**src/rtl/tx_axis_arbiter.sv**
```systemverilog
// Packet-locked two-port round-robin arbiter feeding the Tx FIFO write port.
// Optional stall watchdog is built only when TX_ARB_WATCHDOG_EN is defined.
module tx_axis_arbiter #(
  parameter int data_width = 64,
  parameter int keep_width = 8,
  parameter int wd_cycles  = 256
) (
  input  logic                  tx_arb_clk,
  input  logic                  tx_arb_reset,
  input  logic [data_width-1:0] tx_arb_s0_data,
  input  logic [keep_width-1:0] tx_arb_s0_keep,
  input  logic                  tx_arb_s0_valid,
  input  logic                  tx_arb_s0_last,
  output logic                  tx_arb_s0_ready,
  input  logic [data_width-1:0] tx_arb_s1_data,
  input  logic [keep_width-1:0] tx_arb_s1_keep,
  input  logic                  tx_arb_s1_valid,
  input  logic                  tx_arb_s1_last,
  output logic                  tx_arb_s1_ready,
  output logic [data_width-1:0] tx_fifo_data,
  output logic [keep_width-1:0] tx_fifo_keep,
  output logic                  tx_fifo_valid,
  output logic                  tx_fifo_last,
  input  logic                  tx_fifo_ready,
  output logic [1:0]            tx_arb_grant,
  output logic                  tx_arb_timeout
);

  // state | meaning
  // IDLE  | no grant, one bubble between packets while arbitrating
  // GNT0  | port 0 owns the FIFO write port until its last beat is taken
  // GNT1  | port 1 owns the FIFO write port until its last beat is taken
  typedef enum logic [1:0] {IDLE = 2'd0, GNT0 = 2'd1, GNT1 = 2'd2} state_t;

  state_t state, state_next;
  logic   last_gnt;
  logic   wd_fire;

  if (wd_cycles < 1) begin : g_bad_wd
    $error("wd_cycles must be at least 1");
  end
  if (keep_width * 8 != data_width) begin : g_bad_keep
    $error("keep_width must equal data_width/8");
  end

`ifdef TX_ARB_WATCHDOG_EN
  localparam int wd_w = $clog2(wd_cycles + 1);
  logic [wd_w-1:0] wd_cnt;
  logic            gnt_valid;
  logic            timeout_q;

  // Down-counter reloads on any valid beat; terminal count on the final low cycle.
  assign gnt_valid = (state == GNT1) ? tx_arb_s1_valid : tx_arb_s0_valid;
  assign wd_fire   = (state != IDLE) && !gnt_valid && (wd_cnt == wd_w'(1));

  always_ff @(posedge tx_arb_clk) begin
    if (tx_arb_reset) begin
      wd_cnt    <= wd_w'(wd_cycles);
      timeout_q <= 1'b0;
    end else begin
      timeout_q <= wd_fire;
      if (state == IDLE || gnt_valid)
        wd_cnt <= wd_w'(wd_cycles);
      else if (wd_cnt != '0)
        wd_cnt <= wd_cnt - 1'b1;
    end
  end

  assign tx_arb_timeout = timeout_q;
`else
  assign wd_fire        = 1'b0;
  assign tx_arb_timeout = 1'b0;
`endif

  always_ff @(posedge tx_arb_clk) begin
    if (tx_arb_reset) begin
      state    <= IDLE;
      last_gnt <= 1'b1;
    end else begin
      state <= state_next;
      if (state == IDLE && state_next == GNT0)
        last_gnt <= 1'b0;
      else if (state == IDLE && state_next == GNT1)
        last_gnt <= 1'b1;
    end
  end

  always_comb begin
    state_next = state;
    case (state)
      IDLE: begin
        if (tx_arb_s0_valid && tx_arb_s1_valid)
          state_next = last_gnt ? GNT0 : GNT1;
        else if (tx_arb_s0_valid)
          state_next = GNT0;
        else if (tx_arb_s1_valid)
          state_next = GNT1;
      end
      GNT0: if (tx_arb_s0_valid && tx_fifo_ready && tx_arb_s0_last) state_next = IDLE;
      GNT1: if (tx_arb_s1_valid && tx_fifo_ready && tx_arb_s1_last) state_next = IDLE;
      default: state_next = IDLE;
    endcase
    if (wd_fire)
      state_next = IDLE;
  end

  always_comb begin
    tx_fifo_data    = '0;
    tx_fifo_keep    = '0;
    tx_fifo_valid   = 1'b0;
    tx_fifo_last    = 1'b0;
    tx_arb_s0_ready = 1'b0;
    tx_arb_s1_ready = 1'b0;
    tx_arb_grant    = 2'b00;
    case (state)
      GNT0: begin
        tx_fifo_data    = tx_arb_s0_data;
        tx_fifo_keep    = tx_arb_s0_keep;
        tx_fifo_valid   = tx_arb_s0_valid;
        tx_fifo_last    = tx_arb_s0_last;
        tx_arb_s0_ready = tx_fifo_ready;
        tx_arb_grant    = 2'b01;
      end
      GNT1: begin
        tx_fifo_data    = tx_arb_s1_data;
        tx_fifo_keep    = tx_arb_s1_keep;
        tx_fifo_valid   = tx_arb_s1_valid;
        tx_fifo_last    = tx_arb_s1_last;
        tx_arb_s1_ready = tx_fifo_ready;
        tx_arb_grant    = 2'b10;
      end
      default: ;
    endcase
  end

endmodule

```
**config.mk**
```make
export PLATFORM = sky130hd
export DESIGN_NAME = tx_axis_arbiter
export DESIGN_NICKNAME = d
export VERILOG_FILES = /design/src/rtl/tx_axis_arbiter.sv
export SDC_FILE = /design/constraint.sdc
export NUM_CORES = 1
export LEC_CHECK = 0
export CAP_MARGIN = 25
export CORE_AREA = 2 2 90 92
export DETAILED_ROUTE_END_ITERATION = 16
export DIE_AREA = 0 0 92 94
export PLACE_DENSITY = 0.78
export SLEW_MARGIN = 20
export SYNTH_ARGS = -nofsm -noshare
export SYNTH_HDL_FRONTEND = slang
export SYNTH_SLANG_ARGS = --single-unit
```
**constraint.sdc**
```tcl
create_clock -name tx_arb_clk -period 2.1 [get_ports tx_arb_clk]
set_clock_uncertainty 0.1 [all_clocks]
set_input_delay 0.21 -clock tx_arb_clk [delete_from_list [all_inputs] [get_ports tx_arb_clk]]
set_output_delay 0.21 -clock tx_arb_clk [all_outputs]
set_load 0.005 [all_outputs]
```
==> results of run 1 <==
-- synthesized netlist by cell type --
master,instances,area share [%]
sky130_fd_sc_hd__a21boi_2,1,0.79
sky130_fd_sc_hd__a311oi_2,1,1.1
sky130_fd_sc_hd__a22oi_1,75,40
sky130_fd_sc_hd__nor4_1,1,0.44
sky130_fd_sc_hd__nand3_1,2,0.70
sky130_fd_sc_hd__a21oi_1,3,1.1
sky130_fd_sc_hd__buf_1,2,0.53
sky130_fd_sc_hd__inv_1,3,0.79
sky130_fd_sc_hd__dfxtp_1,3,4.2
sky130_fd_sc_hd__clkbuf_1,13,3.4
sky130_fd_sc_hd__a311o_1,1,0.70
sky130_fd_sc_hd__and2_1,2,0.88
sky130_fd_sc_hd__nor2_1,4,1.1
sky130_fd_sc_hd__o31a_1,1,0.61
sky130_fd_sc_hd__or2b_1,1,0.53
sky130_fd_sc_hd__buf_4,1,0.53
sky130_fd_sc_hd__nand2_1,1,0.26
sky130_fd_sc_hd__a22o_1,1,0.61
sky130_fd_sc_hd__ha_1,5,4.4
sky130_fd_sc_hd__and3_1,1,0.44
sky130_fd_sc_hd__nor2b_1,74,32
sky130_fd_sc_hd__buf_2,9,3.2
sky130_fd_sc_hd__conb_1,1,0.26
sky130_fd_sc_hd__o21ai_2,1,0.61
sky130_fd_sc_hd__or4b_4,1,0.97
-- per-layer routing --
layer  GRT usage, %  vias to the layer above  part of all wire [%]  wire length [µm]
li1               -                     1262                     -                 -
met1           22.1                     1204                    39              3750
met2           36.8                      157                    52              5010
met3           3.61                       11                   8.2               798
met4           6.97                        0                   1.7               161
met5              0                        -                     0                 0
-- cell families (layout without fill, tap and decap cells) --
group | after synthesis | in the layout | synth area share, %
AND/OR/NAND/NOR | 87 | 87 | 37.8
adder cells (fa/ha/maj) | 5 | 5 | 4.39
AO/OA/AOI/OAI | 84 | 84 | 45.0
other | 1 | 1 | 0.263
flip-flops | 3 | 3 | 4.21
buffers and inverters | 28 | 269 | 8.43
-- worst min-delay path by stage --
stage,slack (ns),from,depth (start not counted),endpoint
global route,0.55,tx_arb_reset,2,state[1]
floorplan,0.19,tx_arb_reset,1,state[1]
finish,0.54,state[0],3,state[0]
detailed placement,0.53,state[0],3,state[0]
CTS,0.52,state[0],3,state[0]
global placement,0.52,state[0],3,state[0]
-- state kept, by name, indices dropped and copies added, names as in the netlist --
signal / count
last_gnt: 1
state: 2
-- report_power, final --
group	switching, mW	internal [mW]
logic	0.530	0.901
clock network	0.0493	0.130
registers	0.0115	0.0680
-- timing repair --
action                                  CTS  global route
setup buffers                             2            14
endpoints found under the setup margin   75            43
gates resized for setup                  45            77
pin swaps                                 2             1
cloned                                    6             3
-- through the flow --
stage                     cells  power, mW  utilization (%)
after floorplan             208      0.556                -
after global placement      522       1.17             51.1
after detailed placement    522       1.19             51.1
after CTS                   534       1.53             54.5
after global routing        551       1.78             59.8
final                       551       1.69             59.8
-- layout make-up --
class                           count  area (µm²)
Fill cell                         650        3060
Clock buffer                        4        45.0
Tap cell                          102         128
Inverter                            3        16.3
Timing Repair Buffer              262        2910
Multi-Input combinational cell    177        1390
Sequential cell                     3        65.1
-- worst max-delay path, cell delays in order (launching register included) --
cell	delay [ns]
sky130_fd_sc_hd__dfxtp_2	0.33
sky130_fd_sc_hd__buf_6	0.13
sky130_fd_sc_hd__ha_4	0.17
sky130_fd_sc_hd__buf_4	0.14
sky130_fd_sc_hd__clkbuf_16	0.17
sky130_fd_sc_hd__a22oi_1	0.19
sky130_fd_sc_hd__nor2b_1	0.06
sky130_fd_sc_hd__clkdlybuf4s50_1	0.44
==> metrics.md, run 1 <==
| Metric | Value |
|---|---|
| Pin count of the biggest net entering global routing | 38 |
| Most common cell after layout, fill and taps aside | sky130_fd_sc_hd__clkdlybuf4s50_1 |
| Portion of the post-synthesis area used by sequential elements | 4.21% |
| CTS clock-pin slew for the worst setup and hold paths | 0.03 ns |
| Total Die Area | 8650 µm² |
| Number of warnings issued by yosys | 0 |
| Kind of critical path | flop to output port |
| Share of layout cells above drive strength 1 | about 16% |
| Maximum buffer depth of the clock tree | 2 |
| Post-synthesis cell type count | 25 |
| Final worst hold slack | 0.537 ns |
| Post-DR vias/cell | 4.78 |
| Initial cell density of the core | 18.7% |
| Detail Route Antenna Nets | 0 |
| Highest attainable clock frequency | between 400 and 500 MHz |
| H-tree lvl count | 1 |
| Register-to-Register Setup Slack | 0.32 ns |
| Routed len/inst | between 15 and 20 µm |
| Highest fanout seen on the critical path | 15 |
| Overall overflow remaining after global route | 0 |
| Post-route clock period utilization | 103% |
| Clock root buffer | sky130_fd_sc_hd__clkbuf_8 |
| Quantity of hold-fixing buffers added after cts | 0 |
| Placement row count | 32 |
| Port-buffer cells | 228 |
| Maximum ir drop on the vdd rail | 0.217 mV |
| Flip-flop and latch count after synthesis | 3 |
| Number of sinks driven by the clock tree | 3 |
| Destination of the critical timing path | tx_fifo_data[44] |
| CTS Buf Count | 3 |
| DRC violations left | 0 |
| Wirelength, routed | between 9000 and 10000 µm |
| Critical path launch point type | flop |
| Area grow syn2layout | 219% |
| HP Class | flop to flop |
| Placer's final routability congestion estimate | 0.767 |
| Min cycle time layout | 2.16 ns |
| Number of max-cap violations | 0 |
| RSZ-0062 raised after global routing | yes |
| Nets@finish | 606 |
| Static Leak | 2.31 nW |
| Status | complete, but fails checks |
| Top library cells by usage in the layout, fill and taps aside | sky130_fd_sc_hd__clkdlybuf4s50_1, sky130_fd_sc_hd__nor2b_1, sky130_fd_sc_hd__a22oi_1, sky130_fd_sc_hd__dlymetal6s2s_1, sky130_fd_sc_hd__dlygate4sd2_1 |
| Launching element of the worst setup path | state[0] |
| Data required time of the worst path | 1.79 ns |
| Iteration-0 DRC Markers | 93 |
| Tot GR Track Use | 19.6% |
| Placement-stage worst setup slack | between 0.015 and 0.02 ns |
| Half-perimeter wire length after placement | 6460 µm |
| Antenna violations before repair | 0 |
| CP Capture Type | output port |
| CORE AREA | 7610 µm² |
| Antenna fix cells | 0 |
| Endpoint arrival time on the critical path | 1.85 ns |
| Failing checks | negative setup slack |
| Final-report max-slew violation count | 0 |
| Aggregate negative setup slack | -0.0581 ns |
| Cell depth of the worst flop-to-flop path | 6 |
| DP Area | 3890 µm² |
| Die height | 94 µm |
| Cells after synthesis | 208 |
| Endpoint of the most critical register-to-register path | last_gnt |
| Mean instance size in the synthesized netlist | ~7 µm² |
| Post-synthesis instance area | ~1400 µm² |
| Endpoints failing hold | 0 |
| First-pass GRT wire length | 13500 µm |
| Clock insertion delay at the later pin of the skew report | approximately 0.23 ns |
| Number of iterations in the first detailed-routing pass | 4 |
| Worst-case setup margin in the final layout | -0.0581 ns |
| Origin of the critical flop-to-flop path | state[1] |
| Synthesized net count | 364 |
| CTS tree | yes |
| X dimension of the die | 92 µm |
| Io pins | 230 |
| Final non-filler cell area | between 4000 and 5000 µm² |
| Number of global-route vias before repair | 2672 |
| DR vias | 2634 |
| Endpoints failing setup | 1 |
| Total power density per cell area | 372 nW/µm² |
Power figures use the tool's default switching activity.
==> run 2: changes to the inputs <==
--- a/config.mk
+++ b/config.mk
@@ -10,6 +10,7 @@
 export DETAILED_ROUTE_END_ITERATION = 16
 export DIE_AREA = 0 0 92 94
 export PLACE_DENSITY = 0.78
+export SKIP_LAST_GASP = 1
 export SLEW_MARGIN = 20
 export SYNTH_ARGS = -nofsm -noshare
 export SYNTH_HDL_FRONTEND = slang
==> metrics.md, run 2 (synthesis results as in run 1) <==
| Metric | Value |
|---|---|
| Status | complete, but fails checks |
| Failing checks | negative setup slack |
| Internal power summed over all cells | 1.13 mW (+2.9%) |
| Min cycle time layout | 2.20 ns (+0.0412 ns) |
| CP Capture Type | output port |
| Post-DR vias/cell | 4.90 (+2.4%) |
| Iteration-0 DRC Markers | 131 (+41%) |
| Placer's final routability congestion estimate | 0.767 (unchanged) |
| Maximum buffer depth of the clock tree | 2 (unchanged) |
| X dimension of the die | 92 µm (unchanged) |
| Final worst hold slack | 0.535 ns (-0.00113 ns) |
| Data required time of the worst path | 1.79 ns (about the same) |
| Largest reg by FF count | state |
| Clk network pwr share | 10.5% (about the same) |
| Number of iterations in the first detailed-routing pass | 4 (unchanged) |
| H-tree lvl count | 1 (unchanged) |
| Pin count of the biggest net entering global routing | 38 (unchanged) |
| Worst-case setup margin in the final layout | -0.0993 ns (-0.0412 ns) |
| Clock insertion delay at the later pin of the skew report | 0.23 ns (about the same) |
| Sequential cell fraction of total power | 4.6% (about the same) |
| Highest fanout seen on the critical path | 9 (-6) |
| Number of flip-flops under the largest register name | 2 (unchanged) |
| HP Class | flop to flop |
| Met2 Track Usage GR | 37.1% (+0.25 points) |
| DR vias | 2678 (+1.7%) |
| Registers with the most flip-flops | state (2), last_gnt (1) |
| Initial cell density of the core | 18.7% (unchanged) |
| CTS clock-pin slew for the worst setup and hold paths | 0.03 ns (about the same) |
| Fraction of power spent switching nets | 34.1% (-0.83 points) |
| Overall overflow remaining after global route | 0 (unchanged) |
| CORE AREA | 7610 µm² (unchanged) |
| Highest attainable clock frequency | 455 MHz (-1.9%) |
| Wirelength, routed | 9860 µm (+1.5%) |
| CTS Buf Count | 3 (unchanged) |
| Antenna fix cells | 0 (unchanged) |
| Busiest layer in global routing | met2 |
| Post-route core utilization | 59.0% (-0.76 points) |
| Placement row count | 32 (unchanged) |
| Final-report max-slew violation count | 0 (unchanged) |
| Total Die Area | 8650 µm² (unchanged) |
| Reported net switching power | 0.586 mW (-0.82%) |
| Endpoints failing setup | 24 (+23) |
| Nets@finish | 602 (-0.66%) |
| Tot GR Track Use | 19.7% (+0.034 points) |
| Kind of critical path | flop to output port |
| Most common cell after layout, fill and taps aside | sky130_fd_sc_hd__clkdlybuf4s50_1 |
| Total power density per cell area | 382 nW/µm² (+2.9%) |
| Grt met1 use | 22.0% (-0.048 points) |
| Routed len/inst | 18.0 µm (+2.2%) |
| Detail Route Antenna Nets | 0 (unchanged) |
| Post-route clock period utilization | 105% (+2.0 points) |
| Port-buffer cells | 228 (unchanged) |
| Critical path launch point type | flop |
| RSZ-0062 raised after global routing | yes |
| Half-perimeter wire length after placement | 6460 µm (unchanged) |
| Endpoints failing hold | 0 (unchanged) |
| Clock root buffer | sky130_fd_sc_hd__clkbuf_8 |
| Global routing usage on met3 | 3.61% (unchanged) |
| Maximum ir drop on the vdd rail | 0.216 mV (about the same) |
| Antenna violations before repair | 0 (unchanged) |
| Number of global-route vias before repair | 2684 (+0.45%) |
| Die height | 94 µm (unchanged) |
| Endpoint arrival time on the critical path | 1.89 ns (+0.04 ns) |
| Share of layout cells above drive strength 1 | 11.2% (-4.4 points) |
| Io pins | 230 (unchanged) |
| Number of sinks driven by the clock tree | 3 (unchanged) |
| DRC violations left | 0 (unchanged) |
| CTS tree | yes |
| Static Leak | 2.18 nW (-5.5%) |
| Register-to-Register Setup Slack | 0.30 ns (-0.02 ns) |
| Top library cells by usage in the layout, fill and taps aside | sky130_fd_sc_hd__clkdlybuf4s50_1, sky130_fd_sc_hd__nor2b_1, sky130_fd_sc_hd__a22oi_1, sky130_fd_sc_hd__dlymetal6s2s_1, sky130_fd_sc_hd__dlygate4sd2_1 |
| First-pass GRT wire length | 13500 µm (+0.36%) |
| Area grow syn2layout | 215% |
| Number of max-cap violations | 0 (unchanged) |
| Comb power frac | 84.9% (+0.2 points) |
-- run 2: changes by cell type in the layout (fill, tap and decap cells not counted) --
cell	previous run	this run
sky130_fd_sc_hd__bufbuf_16	1	4
sky130_fd_sc_hd__a22oi_2	19	6
sky130_fd_sc_hd__clkbuf_16	3	5
sky130_fd_sc_hd__buf_12	9	8
sky130_fd_sc_hd__clkdlybuf4s50_1	155	178
sky130_fd_sc_hd__nor2b_1	71	74
sky130_fd_sc_hd__dlymetal6s2s_1	41	37
sky130_fd_sc_hd__buf_16	5	2
sky130_fd_sc_hd__buf_8	0	1
sky130_fd_sc_hd__nor2b_2	3	0
sky130_fd_sc_hd__dlygate4sd2_1	21	13
sky130_fd_sc_hd__a22oi_1	56	69
sky130_fd_sc_hd__clkdlybuf4s15_1	11	0
sky130_fd_sc_hd__buf_4	15	9
-- run 2: per-stage QoR --
step / power [mW] / TNS, ns / cell area (µm²) / setup WS [ns] / std cells
finish: 1.72 / -1.71 / 4490 / -0.0993 / 547
global placement: 1.17 / 0 / 3890 / 0.0981 / 522
global route: 1.81 / -3.72 / 4490 / -0.176 / 547
detailed placement: 1.19 / 0 / 3890 / 0.0177 / 522
floorplan: 0.556 / 0 / 1430 / 0.406 / 208
CTS: 1.54 / -4.45 / 4160 / -0.113 / 534
-- run 2: repair_timing --
| item | 4_1_cts | 5_1_grt |
|---|---|---|
| cloned | 6 | 6 |
| resized for setup | 24 | 46 |
| buffers inserted | 2 | 7 |
| pin swaps | 2 | 1 |
| hold buffers | 0 | 0 |
| endpoints found under the setup margin | 75 | 62 |
-- run 2: worst paths after layout --
kind,startpoint,endpoint,cells past startpoint
max,state[0],tx_fifo_data[49],7
min,state[0],state[0],3
max reg2reg,state[0],last_gnt,7
min reg2reg,state[0],state[0],3
-- run 2: worst max-delay path, stage by stage, from the launching register on --
cell	delay, ns
sky130_fd_sc_hd__dfxtp_2	0.35
sky130_fd_sc_hd__buf_6	0.12
sky130_fd_sc_hd__ha_4	0.15
sky130_fd_sc_hd__buf_4	0.16
sky130_fd_sc_hd__clkbuf_16	0.16
sky130_fd_sc_hd__a22oi_1	0.09
sky130_fd_sc_hd__nor2b_1	0.12
sky130_fd_sc_hd__clkdlybuf4s50_1	0.50
-- run 2: power by group through the flow --
stage | combinational (mW) | clock (mW) | sequential [mW]
5_1_grt | 1.55 | 0.182 | 0.0817
3_5_place_dp | 1.11 | 0 | 0.0756
2_1_floorplan | 0.480 | 0 | 0.0764
6_report | 1.46 | 0.180 | 0.0798
3_3_place_gp | 1.09 | 0 | 0.0743
4_1_cts | 1.28 | 0.182 | 0.0787
-- run 2: cell type report --
type / count / area (µm²)
clock buffers: 4 / 45.0
fillers: 643 / 3120
inverters: 3 / 16.3
flip-flops and latches: 3 / 65.1
well taps: 102 / 128
multi-input cells: 177 / 1310
repair buffers: 258 / 2920
-- run 2: metal layers --
metal | routed length (µm) | vias up | share of wire [%]
met5 | 0 | - | 0
met4 | 178 | 0 | 1.8
met3 | 803 | 13 | 8.1
met2 | 4980 | 165 | 51
met1 | 3900 | 1252 | 40
li1 | - | 1248 | -
==> run 3: changes to the inputs <==
==> constraint.sdc (replaced) <==
create_clock -name tx_arb_clk -period 2.1 [get_ports tx_arb_clk]
set_clock_uncertainty 0.1 [all_clocks]
set_input_delay 0.63 -clock tx_arb_clk [delete_from_list [all_inputs] [get_ports tx_arb_clk]]
set_output_delay 0.63 -clock tx_arb_clk [all_outputs]
set_load 0.005 [all_outputs]
==> metrics.md, run 3 (synthesis results as in run 1) <==
| Metric | Value |
|---|---|
| Sequential cell fraction of total power | 3.6% (-1.0 points) |
| Pin count of the biggest net entering global routing | 31 (-18%) |
| Iteration-0 DRC Markers | 67 (-49%) |
| X dimension of the die | 92 µm (unchanged) |
| Detail Route Antenna Nets | 0 (unchanged) |
| Largest reg by FF count | state |
| Half-perimeter wire length after placement | 6440 µm (-0.22%) |
| Maximum buffer depth of the clock tree | 2 (unchanged) |
| Nets@finish | 646 (+7.3%) |
| Kind of critical path | flop to output port |
| CORE AREA | 7610 µm² (unchanged) |
| Clk network pwr share | 7.4% (-3.1 points) |
| Overall overflow remaining after global route | 0 (unchanged) |
| Cell family contributing the most delay on the critical path | buffers and inverters |
| Critical-path cell list | inv_2 -> buf_6 -> ha_4 -> buf_6 -> buf_6 -> buf_16 -> a22oi_2 -> nor2b_1 -> buf_2 |
| Max stage delay cell, worst path | sky130_fd_sc_hd__dfxtp_2 |
| Worst-case setup margin in the final layout | -0.352 ns (-0.253 ns) |
| Die height | 94 µm (unchanged) |
| Wirelength, routed | 12000 µm (+21%) |
| Routed len/inst | 20.2 µm (+12%) |
| Post-route clock period utilization | 117% (+12 points) |
| Placement row count | 32 (unchanged) |
| Top library cells by usage in the layout, fill and taps aside | sky130_fd_sc_hd__clkdlybuf4s50_1, sky130_fd_sc_hd__a22oi_2, sky130_fd_sc_hd__buf_2, sky130_fd_sc_hd__nor2b_1, sky130_fd_sc_hd__buf_6 |
| Maximum ir drop on the vdd rail | 0.207 mV (-4.2%) |
| CTS tree | yes |
| Endpoints failing setup | 76 (+220%) |
| Post-route total power | 2.32 mW (+35%) |
| Failing checks | negative setup slack |
| Area grow syn2layout | 265% |
| Number of max-cap violations | 0 (unchanged) |
| Number of flip-flops under the largest register name | 2 (unchanged) |
| Post-DR vias/cell | 4.99 (+1.9%) |
| Number of fill cells in the layout | 571 (-11%) |
| Most common cell on crit path | sky130_fd_sc_hd__buf_6 |
| RSZ-0062 raised after global routing | yes |
| Io pins | 230 (unchanged) |
| Final worst hold slack | 0.574 ns (+0.0384 ns) |
| Number of sinks driven by the clock tree | 3 (unchanged) |
| Most common cell after layout, fill and taps aside | sky130_fd_sc_hd__clkdlybuf4s50_1 |
| Registers with the most flip-flops | state (2), last_gnt (1) |
| Endpoints failing hold | 0 (unchanged) |
| Layout Cells excl Fill | 591 (+8.0%) |
| Number of iterations in the first detailed-routing pass | 4 (unchanged) |
| H-tree lvl count | 1 (unchanged) |
| Clock root buffer | sky130_fd_sc_hd__clkbuf_8 |
| CTS clock-pin slew for the worst setup and hold paths | 0.03 ns (about the same) |
| Antenna fix cells | 0 (unchanged) |
| Static Leak | 2.01 nW (-8.1%) |
| Total Die Area | 8650 µm² (unchanged) |
| Placement-stage worst setup slack | -0.543 ns (-0.561 ns) |
| Port-buffer cells | 228 (unchanged) |
| Crit path buf inv count | 6 (+2) |
| Final-report max-slew violation count | 0 (unchanged) |
| Total power density per cell area | 447 nW/µm² (+17%) |
| Clock insertion delay at the later pin of the skew report | 0.22 ns (about the same) |
| CTS Buf Count | 3 (unchanged) |
| Reported net switching power | 0.829 mW (+41%) |
| Comb power frac | 89.0% (+4.1 points) |
| Highest attainable clock frequency | 408 MHz (-10%) |
| Endpoint arrival time on the critical path | 1.72 ns (-0.17 ns) |
| Slowest stage delay, CP | 0.36 ns (-0.14 ns) |
| Placer's final routability congestion estimate | 0.841 (+9.6%) |
| Share of layout cells above drive strength 1 | 53.4% (+42 points) |
| DR vias | 2949 (+10%) |
| Internal power summed over all cells | 1.49 mW (+32%) |
| Critical path launch point type | flop |
| HP Class | flop to flop |
| Status | complete, but fails checks |
| Fraction of power spent switching nets | 35.7% (+1.6 points) |
| First-pass GRT wire length | 15900 µm (+17%) |
| CP Capture Type | output port |
| Cells after DPL | 533 (+2.1%) |
| DRC violations left | 0 (unchanged) |
| Highest fanout seen on the critical path | 7 (-2) |
| Antenna violations before repair | 0 (unchanged) |
| Number of global-route vias before repair | 2944 (+9.7%) |
| Initial cell density of the core | 18.7% (unchanged) |
| Tot GR Track Use | 23.3% (+3.6 points) |
| Data required time of the worst path | 1.37 ns (-0.42 ns) |
| Min cycle time layout | 2.45 ns (+0.253 ns) |
==> run 3: cell types whose count changed in the layout (fill, tap and decap cells not counted), sizes merged <==
cell           previous run  this run
bufbuf                    4         0
dlygate4sd2              13         3
clkdlybuf4s50           178       148
clkbuf                    9        14
buf                      21       140
dlymetal6s2s             37         1
==> run 3: power groups by stage <==
stage               Clock [mW]  Combinational, mW  Sequential, mW
finish                   0.171               2.07          0.0831
global route             0.179               2.15          0.0839
CTS                      0.171               1.75          0.0791
detailed placement           0               1.12          0.0768
global placement             0               1.10          0.0764
floorplan                    0              0.481          0.0764
==> run 3: path summary, 6_finish.rpt <==
check / start / end / slack, ns / depth (start not counted)
max: state[0] / tx_fifo_data[42] / -0.35 / 9
min: state[0] / state[0] / 0.57 / 3
max reg2reg: state[0] / last_gnt / 0.04 / 10
min reg2reg: state[0] / state[0] / 0.57 / 3
==> run 3: cell type report <==
cell class                      count  area (µm²)  area share (%)
Clock buffer                        4        45.0           0.867
Inverter                            3        13.8           0.265
Multi-Input combinational cell    177        1790            34.4
Sequential cell                     3        65.1            1.25
Tap cell                          102         128            2.46
Timing Repair Buffer              302        3160            60.8
==> run 3: tightest hold or removal path, cell delays in order, from the launching register on <==
cell and delay, ns:
sky130_fd_sc_hd__dfxtp_2 0.33, sky130_fd_sc_hd__buf_4 0.14, sky130_fd_sc_hd__nand2_1 0.07, sky130_fd_sc_hd__o21ai_2 0.07
==> run 3: timing repair <==
action,4_1_cts,5_1_grt
hold buffers,0,0
gates resized for setup,408,72
gates cloned,18,8
pin swaps,14,21
setup buffers,25,11
setup endpoints to repair,78,78
==> run 3: per-layer routing <==
layer  vias to the layer above  GRT usage [%]  wire (µm)
met5                         -              0          0
met4                         0           7.34        314
met3                        28           5.62        931
met2                       188           47.6       6480
met1                      1391           22.7       4240
li1                       1342              -          -
==> run 3: stage by stage <==
step	setup TNS [ns]	util (%)	cell area, µm²
after detailed placement	-33.71	51.8	3940
final	-18.49	68.3	5200
after global placement	-32.68	51.8	3940
after global routing	-22.01	68.3	5200
after CTS	-16.94	64.2	4880
after floorplan	0	-	1430
